## src/rtl/gmii_rx_frame_check.sv

```systemverilog
// GMII receive framing: preamble/SFD detection, nibble-to-byte assembly,
// CRC-32 and length checking, FCS removal and good/bad frame statistics.
module gmii_rx_frame_check #(
    parameter int MIN_LEN = 64,
    parameter int MAX_LEN = 1518,
    parameter int CNT_W   = 16
) (
    input  logic             rx_rgmii_clk,
    input  logic             rx_reset,
    input  logic             speed_10_100,
    input  logic [7:0]       gmii_rxd,
    input  logic             gmii_rx_dv,
    input  logic             gmii_rx_er,
    output logic [7:0]       rx_data,
    output logic             rx_valid,
    output logic             rx_sof,
    output logic             rx_last,
    output logic             rx_err,
    output logic [CNT_W-1:0] good_frame_cnt,
    output logic [CNT_W-1:0] bad_frame_cnt
);

    localparam int LEN_W = $clog2(MAX_LEN + 2);
    localparam logic [LEN_W-1:0] LEN_SAT = LEN_W'(MAX_LEN + 1);
    localparam logic [LEN_W-1:0] MIN_L   = LEN_W'(MIN_LEN);
    localparam logic [LEN_W-1:0] MAX_L   = LEN_W'(MAX_LEN);
    // 0xC704DD7B expressed in the bit-reflected (shift-right) register order
    localparam logic [31:0] CRC_RESIDUE = 32'hDEBB20E3;

    typedef enum logic [1:0] {
        DROP     = 2'd0,
        IDLE     = 2'd1,
        PREAMBLE = 2'd2,
        DATA     = 2'd3
    } state_t;

    function automatic logic [31:0] crc_step(input logic [31:0] c, input logic [7:0] d);
        logic [31:0] r;
        r = c;
        for (int unsigned i = 0; i < 8; i++) begin
            r = (r[0] ^ d[i]) ? ((r >> 1) ^ 32'hEDB88320) : (r >> 1);
        end
        return r;
    endfunction

    // Stage 0: input registers
    logic [7:0] rxd_q;
    logic       dv_q;
    logic       er_q;

    always_ff @(posedge rx_rgmii_clk or posedge rx_reset) begin
        if (rx_reset) begin
            rxd_q <= '0;
            dv_q  <= 1'b0;
            er_q  <= 1'b0;
        end else begin
            rxd_q <= gmii_rxd;
            dv_q  <= gmii_rx_dv;
            er_q  <= gmii_rx_er;
        end
    end

    // Stage 1: framing FSM and byte assembly
    state_t     state, state_nx;
    logic       sfd;
    logic       primed;
    logic       nib_mode;
    logic       nib_phase;
    logic [3:0] nib_lo;
    logic       er_seen;
    logic       b_valid;
    logic [7:0] b_data;
    logic       b_eof;
    logic       b_odd;
    logic       b_er;

    always_comb begin
        state_nx = state;
        sfd      = 1'b0;
        case (state)
            DROP: begin
                // primed holds DROP for the first sample after reset, which
                // still carries the cleared dv rather than the line state
                if (!dv_q && primed) state_nx = IDLE;
            end
            IDLE: begin
                if (dv_q) begin
                    if (speed_10_100) begin
                        state_nx = (rxd_q[3:0] == 4'h5) ? PREAMBLE : DROP;
                    end else if (rxd_q == 8'h55) begin
                        state_nx = PREAMBLE;
                    end else if (rxd_q == 8'hD5) begin
                        state_nx = DATA;
                        sfd      = 1'b1;
                    end else begin
                        state_nx = DROP;
                    end
                end
            end
            PREAMBLE: begin
                if (!dv_q) begin
                    state_nx = IDLE;
                end else if (speed_10_100) begin
                    if (rxd_q[3:0] == 4'hD) begin
                        state_nx = DATA;
                        sfd      = 1'b1;
                    end else if (rxd_q[3:0] != 4'h5) begin
                        state_nx = DROP;
                    end
                end else begin
                    if (rxd_q == 8'hD5) begin
                        state_nx = DATA;
                        sfd      = 1'b1;
                    end else if (rxd_q != 8'h55) begin
                        state_nx = DROP;
                    end
                end
            end
            DATA: begin
                if (!dv_q) state_nx = IDLE;
            end
            default: state_nx = DROP;
        endcase
    end

    always_ff @(posedge rx_rgmii_clk or posedge rx_reset) begin
        if (rx_reset) begin
            state     <= DROP;
            primed    <= 1'b0;
            nib_mode  <= 1'b0;
            nib_phase <= 1'b0;
            nib_lo    <= '0;
            er_seen   <= 1'b0;
            b_valid   <= 1'b0;
            b_data    <= '0;
            b_eof     <= 1'b0;
            b_odd     <= 1'b0;
            b_er      <= 1'b0;
        end else begin
            state   <= state_nx;
            primed  <= 1'b1;
            b_valid <= 1'b0;
            b_eof   <= 1'b0;
            if (sfd) begin
                nib_mode  <= speed_10_100;
                nib_phase <= 1'b0;
                er_seen   <= 1'b0;
            end
            if (state == DATA) begin
                if (dv_q) begin
                    if (er_q) er_seen <= 1'b1;
                    if (nib_mode) begin
                        nib_phase <= ~nib_phase;
                        if (!nib_phase) begin
                            nib_lo <= rxd_q[3:0];
                        end else begin
                            b_valid <= 1'b1;
                            b_data  <= {rxd_q[3:0], nib_lo};
                        end
                    end else begin
                        b_valid <= 1'b1;
                        b_data  <= rxd_q;
                    end
                end else begin
                    b_eof <= 1'b1;
                    b_odd <= nib_mode & nib_phase;
                    b_er  <= er_seen;
                end
            end
        end
    end

    // Stage 2: FCS strip delay line, CRC/length check, output and counters
    logic [7:0]       sr [5];
    logic [2:0]       held;
    logic [31:0]      crc_n;
    logic [LEN_W-1:0] len;
    logic             sof_done;
    logic             inc_good;
    logic             inc_bad;
    logic [31:0]      crc_cur;
    logic             frame_bad;

    // CRC is held inverted so the all-zero reset value is the 0xFFFFFFFF seed
    always_comb begin
        crc_cur   = ~crc_n;
        frame_bad = (crc_cur != CRC_RESIDUE) || (len < MIN_L) || (len > MAX_L) || b_er || b_odd;
    end

    always_ff @(posedge rx_rgmii_clk or posedge rx_reset) begin
        if (rx_reset) begin
            for (int unsigned i = 0; i < 5; i++) sr[i] <= '0;
            held           <= '0;
            crc_n          <= '0;
            len            <= '0;
            sof_done       <= 1'b0;
            inc_good       <= 1'b0;
            inc_bad        <= 1'b0;
            rx_data        <= '0;
            rx_valid       <= 1'b0;
            rx_sof         <= 1'b0;
            rx_last        <= 1'b0;
            rx_err         <= 1'b0;
            good_frame_cnt <= '0;
            bad_frame_cnt  <= '0;
        end else begin
            rx_valid <= 1'b0;
            rx_sof   <= 1'b0;
            rx_last  <= 1'b0;
            rx_err   <= 1'b0;
            inc_good <= 1'b0;
            inc_bad  <= 1'b0;
            if (inc_good) good_frame_cnt <= good_frame_cnt + 1'b1;
            if (inc_bad)  bad_frame_cnt  <= bad_frame_cnt + 1'b1;
            if (b_valid) begin
                sr[0] <= b_data;
                for (int unsigned i = 1; i < 5; i++) sr[i] <= sr[i-1];
                crc_n <= ~crc_step(crc_cur, b_data);
                if (len != LEN_SAT) len <= len + 1'b1;
                if (held == 3'd5) begin
                    rx_valid <= 1'b1;
                    rx_data  <= sr[4];
                    rx_sof   <= ~sof_done;
                    sof_done <= 1'b1;
                end else begin
                    held <= held + 1'b1;
                end
            end else if (b_eof) begin
                if (held == 3'd5) begin
                    rx_valid <= 1'b1;
                    rx_data  <= sr[4];
                    rx_sof   <= ~sof_done;
                    rx_last  <= 1'b1;
                    rx_err   <= frame_bad;
                end
                inc_good <= (held == 3'd5) && !frame_bad;
                inc_bad  <= (held != 3'd5) || frame_bad;
                held     <= '0;
                crc_n    <= '0;
                len      <= '0;
                sof_done <= 1'b0;
            end
        end
    end

endmodule

```

## config.mk

```make
export PLATFORM = sky130hd
export DESIGN_NAME = gmii_rx_frame_check
export DESIGN_NICKNAME = d
export VERILOG_FILES = /design/src/rtl/gmii_rx_frame_check.sv
export SDC_FILE = /design/constraint.sdc
export NUM_CORES = 1
export LEC_CHECK = 0
export CAP_MARGIN = 40
export CORE_MARGIN = 4
export CORE_UTILIZATION = 50
export CTS_BUF_LIST = sky130_fd_sc_hd__clkbuf_2
export CTS_CLUSTER_SIZE = 20
export DETAILED_ROUTE_END_ITERATION = 8
export PLACE_DENSITY = 0.78
export SETUP_SLACK_MARGIN = 0.2
export SLEW_MARGIN = 20
export SYNTH_ARGS = -nofsm -noshare
export SYNTH_HDL_FRONTEND = slang
export SYNTH_SLANG_ARGS = --single-unit
export TNS_END_PERCENT = 1
```

## constraint.sdc

```tcl
create_clock -name rx_rgmii_clk -period 7.5 [get_ports rx_rgmii_clk]
set_clock_uncertainty 0.05 [all_clocks]
set_input_delay 1.125 -clock rx_rgmii_clk [delete_from_list [all_inputs] [get_ports rx_rgmii_clk]]
set_output_delay 1.125 -clock rx_rgmii_clk [all_outputs]
set_load 0.005 [all_outputs]
```

==> out/qor.txt <==
Async S/R FF share, synth -> 100%
Detailed Route WL -> 14000 um
Critical Path Fanout Max -> 6
Synth Flop Type -> dfrtp_1
CP peak stage delay -> 0.54 ns
TritonCTS Buffers -> 17
RePlAce Congestion -> 0.842
final hold vios -> 0
setup violators final -> 0
worst relative slew slack -> 50.6%
CTS tree -> yes
Cell Area, Synth -> 0.00761 mm2
Core ar. -> 0.0147 mm2
vias in the first global route -> 4855
worst-margin pin slew -> 0.737 ns
post-cts resize count -> 0
Worst Path Arrival -> 1.79 ns
synth warn -> 0
CP startpoint -> good_frame_cnt[3]
most frequent cells in the layout -> dfrtp_1 (164), mux2_2 (58), clkdlybuf4s50_1 (56)
drt initial violations -> 283
Period minus WS final -> 2.96 ns
Pre-antenna DRT Iters -> 5
Nets -> 703
num rows -> 44
crit-path cells -> clkdlybuf4s50_1
Starting Density -> 51.7%
Reg clk slew, reported paths -> 0.23 ns
register area share after synthesis -> 54.3%
crit path kind -> flip-flop to output pin
Syn-to-layout area delta -> 14.0%
top cells by area, synth -> dfrtp_1 (54%), mux2_2 (8.6%), xnor2_1 (6.2%)
Setup TNS -> 0 ns
fmax -> 337 MHz
CTS Hold Buffers Added -> 0
layout cells sized above 1 -> 16.3%
number of I/O pins -> 57
status -> finished, final reports clean
Slowest-stage cell, CP -> clkdlybuf4s50_1
drt drc -> 0
# port buffers -> 56
Post-Syn Instances -> 617
syn avg cell area -> 12.3 um2
Hold Path Origin -> sof_done
top cell family by delay on the critical path -> buffers and inverters
Die Wd -> 131 um
Via density -> 5.53
clk sinks -> 165
htree depth -> 4
worst vdd ir -> 0.163 mV
worst r2r src -> b_data[6]
fin crit share -> 39.5%
Critical Path Sink Type -> output pin
setup ws final -> 4.54 ns
Yosys cell types -> 48
largest net degree at the start of global routing -> 92
max_cap viols -> 0
Final Max Tran Viols -> 0
post-CTS setup buffers -> 0
fillers -> 1145
worst-skew pair later-pin latency -> 0.74 ns
unrepaired setup endpoints after global routing -> false
detailed placer's ending HPWL -> 9590 um
critical path launch point type -> flip-flop
most common cell after layout, fill and taps aside -> dfrtp_1
die area -> 0.0172 mm2
Yosys top cell by area -> dfrtp_1
initial antenna violation count -> 0
FF+latch count, synth -> 165
Leak -> 0.00416 uW
Clock Path Buffers -> 2
wire length per cell -> 16.0 um
critical path buffer and inverter count -> 1
Hold Path Class -> flip-flop to flip-flop
Final Power -> 2360 uW
worst path required time -> 6.32 ns
total grt overflow -> 0
share of the synthesized area in the top cell type -> 54.3%
first-pass GRT wire length -> 23900 um
Post-Place Setup Slack -> 4.44 ns
syn_nets -> 639
PD cells -> 273 mW/mm2
GR Util All Layers -> 16.9%
Die H -> 131 um
Clock Tree Root -> clkbuf_2
ANT nets after route -> 0
diode count -> 0
Vias -> 4852
Post-synth EDFFs -> 0
-- report_power, final --
part | leakage, uW | internal [uW] | total [uW] | switching [uW]
registers | 0.00226 | 957 | 1040 | 79.8
logic | 0.00176 | 484 | 834 | 350
clock network | 0.000151 | 185 | 493 | 309
total | 0.00416 | 1630 | 2360 | 738
-- cells by family after synthesis --
kind of cell             count (synthesis)  synth area share [%]
flip-flops                             165                  54.3
buffers and inverters                   35                  1.73
adder cells (fa/ha/maj)                  9                  1.48
AO/OA/AOI/OAI                           75                  6.05
AND/OR/NAND/NOR                        162                  11.0
other                                    1                0.0493
XOR/XNOR                               103                  15.7
multiplexers                            67                  9.77
-- metrics by stage --
stage	hold WS, ns	cell area (um2)	utilization [%]	instances
4_1_cts	0.423	8630	58.7	875
3_3_place_gp	0.394	8360	56.9	841
2_1_floorplan	0.377	7610	-	617
5_1_grt	0.439	8670	59.0	878
6_report	0.413	8670	59.0	878
3_5_place_dp	0.397	8390	57.0	843
-- cell usage after synthesis, drive strengths merged, types with 13 or more instances --
| master | number |
|---|---|
| inv | 14 |
| and3 | 13 |
| xor2 | 26 |
| xnor2 | 61 |
| xnor3 | 14 |
| o22ai | 22 |
| clkbuf | 18 |
| mux2 | 58 |
| nand2 | 49 |
| a21oi | 15 |
| o21ai | 18 |
| nor2 | 33 |
| dfrtp | 165 |
-- routing by layer --
layer	part of all wire [%]	track usage, %	wire [um]	vias up
li1	-	-	-	2296
met1	46	22.4	6470	2414
met2	48	27.0	6670	125
met3	4.5	4.01	629	17
met4	1.8	7.06	255	0
met5	0	0	0	-
-- cell type report --
class / count / area [um2] / area share [%]
Clock buffer: 18 / 90.1 / 1.04
Clock inverter: 14 / 159 / 1.83
Inverter: 15 / 61.3 / 0.707
Multi-Input combinational cell: 417 / 3350 / 38.6
Sequential cell: 165 / 4130 / 47.6
Tap cell: 184 / 230 / 2.65
Timing Repair Buffer: 65 / 658 / 7.59
-- sequential cells by signal (all words and copies together) (netlist names), 2 cells and up --
signal,count
b_data,8
bad_frame_cnt,16
crc_n,32
good_frame_cnt,16
held,3
len,11
nib_lo,4
rx_data,8
rxd_q,8
sr,40
state,2
-- worst paths after layout --
path,endpoint,slack [ns],depth (start not counted)
min in group asynchronous,bad_frame_cnt[5],0.69,2
setup reg to reg,crc_n[19],5.24,4
setup / recovery,good_frame_cnt[3],4.54,1
hold reg to reg,rx_sof,0.41,1
hold / removal,rx_sof,0.41,1
max in group asynchronous,crc_n[7],5.35,5
No activity file was read; power rests on OpenSTA's default activity.
